File: config.mk
export PLATFORM = sky130hd
export DESIGN_NAME = key_entry_buffer
export DESIGN_NICKNAME = d
export VERILOG_FILES = /design/src/rtl/keylock_pkg.sv /design/src/rtl/rise_detect.sv /design/src/rtl/key_entry_buffer.sv
export SDC_FILE = /design/constraint.sdc
export NUM_CORES = 1
export LEC_CHECK = 0
export BUFFER_PORTS_ARGS = -buffer_cell sky130_fd_sc_hd__buf_2
export CORE_MARGIN = 1
export CORE_UTILIZATION = 54
export DETAILED_ROUTE_END_ITERATION = 12
export MAX_ROUTING_LAYER = met4
export PLACE_DENSITY = 0.84
export RECOVER_POWER = 25
export SLEW_MARGIN = 20
export SYNTH_ARGS = -nofsm -noshare
export SYNTH_HDL_FRONTEND = slang
export SYNTH_HIERARCHICAL = 1
export SYNTH_SLANG_ARGS = --single-unit
File: constraint.sdc
create_clock -name hwclk -period 3.8 [get_ports hwclk]
set_clock_uncertainty 0.15 [all_clocks]
set_input_delay 0.38 -clock hwclk [delete_from_list [all_inputs] [get_ports hwclk]]
set_output_delay 0.38 -clock hwclk [all_outputs]
set_load 0.1 [all_outputs]
File: src/rtl/keylock_pkg.sv
// Shared keypad / lock definitions: default key geometry and the buffer
// occupancy states that the lock FSM also decodes.
package keylock_pkg;

   localparam int DEF_KEY_W = 8;
   localparam int DEF_DEPTH = 4;

   typedef enum logic [1:0] {
      EMPTY   = 2'd0,
      PARTIAL = 2'd1,
      FULL    = 2'd2
   } occ_state_t;

endpackage

File: src/rtl/rise_detect.sv
// Rising-edge detector: remembers last cycle's level in a register and flags
// the first cycle the level is seen high, so a held input yields one event.
module rise_detect (
   input  logic clk,
   input  logic rst_n,
   input  logic level,
   output logic pulse
);

   logic hist_r;

   // History register, updated every cycle regardless of any enable
   always_ff @(posedge clk or negedge rst_n) begin
      if (!rst_n) begin
         hist_r <= 1'b0;
      end else begin
         hist_r <= level;
      end
   end

   assign pulse = level & ~hist_r;

endmodule

File: src/rtl/key_entry_buffer.sv
// Keypad entry buffer: shifts one key code per press into a DEPTH-slot
// buffer (slot 0 newest), with backspace, clear, overflow policy and an
// optional idle auto-clear. Event effects land on the edge after detection.
module key_entry_buffer
   import keylock_pkg::*;
#(
   parameter int KEY_W       = DEF_KEY_W,
   parameter int DEPTH       = DEF_DEPTH,
   parameter int WRAP        = 1,
   parameter int IDLE_CYCLES = 0,
   parameter int CNT_W       = $clog2(DEPTH + 1)
) (
   input  logic                   hwclk,
   input  logic                   rst_n,
   input  logic                   enable,
   input  logic [KEY_W-1:0]       key,
   input  logic                   button_pressed,
   input  logic                   backspace,
   input  logic                   clear,
   output logic [DEPTH*KEY_W-1:0] typed,
   output logic [CNT_W-1:0]       count,
   output logic                   full,
   output logic                   new_key,
   output logic                   reject,
   output logic                   timeout
);

   localparam int               BUF_W    = DEPTH * KEY_W;
   localparam logic [CNT_W-1:0] CNT_ZERO = {CNT_W{1'b0}};
   localparam logic [CNT_W-1:0] CNT_ONE  = CNT_W'(1);
   localparam logic [CNT_W-1:0] CNT_MAX  = CNT_W'(DEPTH);

   logic             press_ev_s;
   logic             bksp_ev_s;
   logic             idle_fire_s;
   logic [BUF_W-1:0] typed_r;
   logic [BUF_W-1:0] typed_nxt_s;
   logic [BUF_W-1:0] shift_in_s;
   logic [CNT_W-1:0] count_r;
   logic [CNT_W-1:0] count_nxt_s;
   logic             new_key_r;
   logic             new_key_nxt_s;
   logic             reject_r;
   logic             reject_nxt_s;
   logic             timeout_r;
   logic             timeout_nxt_s;
   logic             full_r;
   occ_state_t       state_r;
   occ_state_t       state_nxt_s;

   rise_detect u_press_edge (
      .clk   (hwclk),
      .rst_n (rst_n),
      .level (button_pressed),
      .pulse (press_ev_s)
   );

   rise_detect u_bksp_edge (
      .clk   (hwclk),
      .rst_n (rst_n),
      .level (backspace),
      .pulse (bksp_ev_s)
   );

   // Buffer image with the new key in slot 0 and every older slot moved up one
   always_comb begin
      shift_in_s = typed_r << KEY_W;
      shift_in_s[KEY_W-1:0] = key;
   end

   // Resolve this cycle's events by priority: clear, backspace, press, idle timeout
   always_comb begin
      typed_nxt_s   = typed_r;
      count_nxt_s   = count_r;
      new_key_nxt_s = 1'b0;
      reject_nxt_s  = 1'b0;
      timeout_nxt_s = 1'b0;
      if (clear) begin
         typed_nxt_s = {BUF_W{1'b0}};
         count_nxt_s = CNT_ZERO;
      end else if (enable && bksp_ev_s) begin
         // A backspace on an empty buffer still swallows a coincident press
         if (count_r != CNT_ZERO) begin
            typed_nxt_s = typed_r >> KEY_W;
            count_nxt_s = count_r - CNT_ONE;
         end else begin
            typed_nxt_s = typed_r;
         end
      end else if (enable && press_ev_s) begin
         if (count_r < CNT_MAX) begin
            typed_nxt_s   = shift_in_s;
            count_nxt_s   = count_r + CNT_ONE;
            new_key_nxt_s = 1'b1;
         end else if (WRAP != 0) begin
            typed_nxt_s   = shift_in_s;
            new_key_nxt_s = 1'b1;
         end else begin
            reject_nxt_s = 1'b1;
         end
      end else if (idle_fire_s) begin
         typed_nxt_s   = {BUF_W{1'b0}};
         count_nxt_s   = CNT_ZERO;
         timeout_nxt_s = 1'b1;
      end else begin
         typed_nxt_s = typed_r;
      end
   end

   // Occupancy state follows the count the buffer is about to hold
   always_comb begin
      state_nxt_s = state_r;
      case (state_r)
         EMPTY: begin
            if (count_nxt_s == CNT_ZERO) state_nxt_s = EMPTY;
            else if (count_nxt_s == CNT_MAX) state_nxt_s = FULL;
            else state_nxt_s = PARTIAL;
         end
         PARTIAL: begin
            if (count_nxt_s == CNT_ZERO) state_nxt_s = EMPTY;
            else if (count_nxt_s == CNT_MAX) state_nxt_s = FULL;
            else state_nxt_s = PARTIAL;
         end
         FULL: begin
            if (count_nxt_s == CNT_ZERO) state_nxt_s = EMPTY;
            else if (count_nxt_s != CNT_MAX) state_nxt_s = PARTIAL;
            else state_nxt_s = FULL;
         end
         default: state_nxt_s = EMPTY;
      endcase
   end

   // Buffer contents, count and single-cycle status pulses
   always_ff @(posedge hwclk or negedge rst_n) begin
      if (!rst_n) begin
         typed_r   <= {BUF_W{1'b0}};
         count_r   <= CNT_ZERO;
         new_key_r <= 1'b0;
         reject_r  <= 1'b0;
         timeout_r <= 1'b0;
      end else begin
         typed_r   <= typed_nxt_s;
         count_r   <= count_nxt_s;
         new_key_r <= new_key_nxt_s;
         reject_r  <= reject_nxt_s;
         timeout_r <= timeout_nxt_s;
      end
   end

   // Occupancy state register; full is registered from the same next state
   always_ff @(posedge hwclk or negedge rst_n) begin
      if (!rst_n) begin
         state_r <= EMPTY;
         full_r  <= 1'b0;
      end else begin
         state_r <= state_nxt_s;
         full_r  <= (state_nxt_s == FULL);
      end
   end

   generate
      if (IDLE_CYCLES > 0) begin : g_idle
         localparam int                IDLE_W    = (IDLE_CYCLES > 1) ? $clog2(IDLE_CYCLES) : 1;
         localparam logic [IDLE_W-1:0] IDLE_LAST = IDLE_W'(IDLE_CYCLES - 1);

         logic [IDLE_W-1:0] idle_r;
         logic              activity_s;

         // Any enabled press/backspace (even a rejected press) counts as user activity
         assign activity_s  = clear | (enable & (press_ev_s | bksp_ev_s));
         assign idle_fire_s = enable && (idle_r == IDLE_LAST) && (count_r != CNT_ZERO);

         // Idle counter: restarts on activity or empty buffer, holds while disabled
         always_ff @(posedge hwclk or negedge rst_n) begin
            if (!rst_n) begin
               idle_r <= {IDLE_W{1'b0}};
            end else if (activity_s || idle_fire_s || (count_r == CNT_ZERO)) begin
               idle_r <= {IDLE_W{1'b0}};
            end else if (enable) begin
               idle_r <= idle_r + IDLE_W'(1);
            end else begin
               idle_r <= idle_r;
            end
         end
      end else begin : g_no_idle
         assign idle_fire_s = 1'b0;
      end
   endgenerate

   assign typed   = typed_r;
   assign count   = count_r;
   assign full    = full_r;
   assign new_key = new_key_r;
   assign reject  = reject_r;
   assign timeout = timeout_r;

endmodule

==> key figures <==
Detailed routing
  – Routed WL per cell: 15.2 um
  – DRC violation count after routing: 0
  – Post-Route WL: 4.03 mm
  – DRT Pass-1 Iters: 4
  – Post-route ant nets: 0
  – Vias: 1,500
  – Initial drt markers: 133
  – Number of vias per cell: 5.66

Worst setup path
  – Max stage delay on crit path: 1.51 ns
  – CP max FO: 41
  – R2R setup slack: 1.68 ns
  – Buf+Inv Stages, Crit Path: 2
  – R2R Path End: typed[12]
  – Worst EP required: 3.70 ns
  – R2r startpoint: u_bksp_edge/hist_r
  – Critical-path cell list: dlygate4sd3_1, clkbuf_1
  – Kind of critical path: input pin to async pin
  – Worst reg-to-reg path cell count: 5
  – Slowest-stage cell, CP: clkbuf_1
  – CP Capture Type: async pin
  – WP data arrival: 2.43 ns
  – CP Launch Type: input pin
  – Largest delay share family, worst path: buffers and inverters

Min path
  – WHS Endpoint: typed[5]
  – Hold path startpoint: key[5]
  – Hold Path Cell Cnt: 3
  – Worst hold path type: input pin to register

Clocking
  – CTS Sinks: 41
  – Post-CTS setup buffer count: 0
  – Reg clk slew, reported paths: 0.15 ns
  – Post-CTS sizing: 0
  – CTS HTree Levels: 2
  – Post-CTS Hold Fix Bufs: 3
  – Worst skew pair latency: 0.37 ns
  – CTS tree: done
  – CTS max path bufs: 2
  – CTS buffer count: 5
  – Root Buffer: clkbuf_4

Pwr
  – Worst VDD drop: 0.317 mV
  – Power per cell area: 460 nW/um^2
  – Leak: 1.21 nW
  – Pwr Total: 1.06 mW

Finish
  – Layout cells sized above 1: 27.4%
  – Area grow syn2layout: 17.9%
  – Nets: 235
  – Final Instance Area: 2300 um^2
  – Final Instance Count excl. Fillers: 265
  – N_diodes: 0

Synth
  – Synth Instances: 170
  – Post-synth top area cell: dfrtp_1
  – Seq/Total Area, Yosys: 52.7%
  – Synth top area share: 52.7%
  – Avg Inst Size Synth: 11.5 um^2
  – Synth area leaders: dfrtp_1 53%, mux2i_1 13%, o31ai_1 9.6%
  – Number of distinct library cells after synthesis: 30
  – Post-Syn Area: 1950 um^2
  – Synth warnings: 6
  – Synth Register Bits: 41

GRT
  – Total track usage: 23.3%
  – First-pass GRT wire length: 6.08 mm
  – Vias in the first global route: 1,308
  – Initial antenna violation count: 0
  – Pin count of the biggest net entering global routing: 57
  – Total gr overflow: 0

STA
  – Tmin final: 2.52 ns
  – PnR worst setup slack: 1.28 ns
  – Final Hold Vio Count: 0
  – Setup TNS: 0 ns
  – Final worst path period share: 66.4%
  – Worst-Margin Slew: 2.12 ns
  – Worst relative slew slack: -41.6%
  – Highest Clock Rate: 0.396 GHz
  – Setup-failing EPs final: 0
  – Max Slew Vio Count: 42
  – RSZ-0062 raised after global routing: false

Run status
  – Violated checks: capacitance limit, slew limit
  – Status: complete, but fails checks

Floorplan
  – Std cell rows: 21
  – Die width: 62.1 um
  – Core Footprint: 3390 um^2
  – Die boundary height: 62.1 um
  – Die ar.: 3850 um^2
  – I/O pins: 53
  – Starting Density: 57.5%

Flow run
  – Max Cap Violations: 1

Place
  – Dpl cells: 254
  – Port Buf Inserts: 50
  – Placed wire-length estimate: 2.64 mm
  – Post-Place Setup Slack: 1.61 ns
  – GP Congestion: 0.842
  – Post-Place Cell Area: 2190 um^2
[cells by family after synthesis]
logic type | Yosys count | synth area share [%]
flip-flops | 41 | 52.7
XOR/XNOR | 1 | 0.450
multiplexers | 25 | 12.8
AND/OR/NAND/NOR | 41 | 10.3
AO/OA/AOI/OAI | 41 | 16.9
buffers and inverters | 17 | 4.75
other | 1 | 0.192
adder cells (fa/ha/maj) | 3 | 1.93
[how the worst max path moves through the flow]
stage                   start                 end  slack, ns  cells after the start
detailed placement  backspace            typed[3]       1.61                      6
global route            rst_n           typed[25]       0.85                      2
finish                  rst_n  u_bksp_edge/hist_r       1.28                      2
CTS                 backspace           typed[12]       1.43                      7
global placement    backspace           typed[21]       1.68                      6
floorplan            count[0]           typed[10]       1.15                      8
[flip-flops by register name, summed over array words and instances (netlist names)]
| name | flops |
|---|---|
| count | 3 |
| full | 1 |
| new_key | 1 |
| state_r | 2 |
| typed | 32 |
| u_bksp_edge/hist_r | 1 |
| u_press_edge/hist_r | 1 |
[cells in the mapped netlist, drive strengths merged]
master / count
dfrtp: 41
nand4b: 1
o31ai: 25
xnor2: 1
a211oi: 1
nor2b: 3
buf: 9
and2: 2
nor2: 4
o21ai: 1
nor3: 2
o211a: 1
clkbuf: 5
nand3b: 2
o311a: 2
ha: 3
o22ai: 1
a22o: 8
a2111oi: 1
o211ai: 1
inv: 3
nand2: 26
conb: 1
nand3: 1
mux2i: 25
[placed cells by master, fill, tap and decap left out, drive strengths merged]
cell / instances
buf: 48
dfrtp: 41
nand2: 26
o31ai: 25
mux2i: 25
a22o: 8
clkbuf: 8
nor2: 4
inv: 3
ha: 3
dlygate4sd3: 3
nor2b: 3
nand3b: 2
nor3: 2
o311a: 2
conb: 2
and2: 2
o22ai: 1
xnor2: 1
nand3: 1
o21ai: 1
a2111oi: 1
o211ai: 1
nand4b: 1
a211oi: 1
o211a: 1
clkinv: 1
clkinvlp: 1
bufinv: 1
[worst register-to-register path: stages (launching register included)]
cell,delay (ns)
dfrtp_1,0.42
nor2b_4,0.16
nand2_2,0.33
o211a_1,0.34
buf_4,0.29
o31ai_1,0.33
[power by group]
group	leakage, nW	switching (mW)	internal, mW
Combinational	0.611	0.229	0.0519
Sequential	0.556	0.0219	0.459
Clock	0.0414	0.154	0.139
[per-layer routing]
metal | wire length (um) | vias up | global-route usage, % | part of all wire, %
met4 | 79 | 0 | 12.7 | 2.0
met1 | 1810 | 723 | 29.5 | 45
met5 | 0 | - | - | 0
met3 | 237 | 10 | 8.07 | 5.9
li1 | - | 713 | - | -
met2 | 1900 | 54 | 32.4 | 47
[final cells by class]
type                       count  area (um^2)
clock buffer                   5         37.5
clock inverter                 3         46.3
fill                         262         1090
inverter                       3         11.3
multi-input combinational    113          833
sequential                    41         1030
tap                           46         57.6
timing repair buffer          54          284
[through the flow]
| step | utilization, % | hold slack, ns |
|---|---|---|
| floorplan | - | -0.0656 |
| global placement | 64.5 | 0.341 |
| detailed placement | 64.5 | 0.347 |
| CTS | 67.8 | 0.182 |
| global route | 67.7 | 0.177 |
| finish | 67.7 | 0.180 |
No activity file was read; power rests on OpenSTA's default activity.
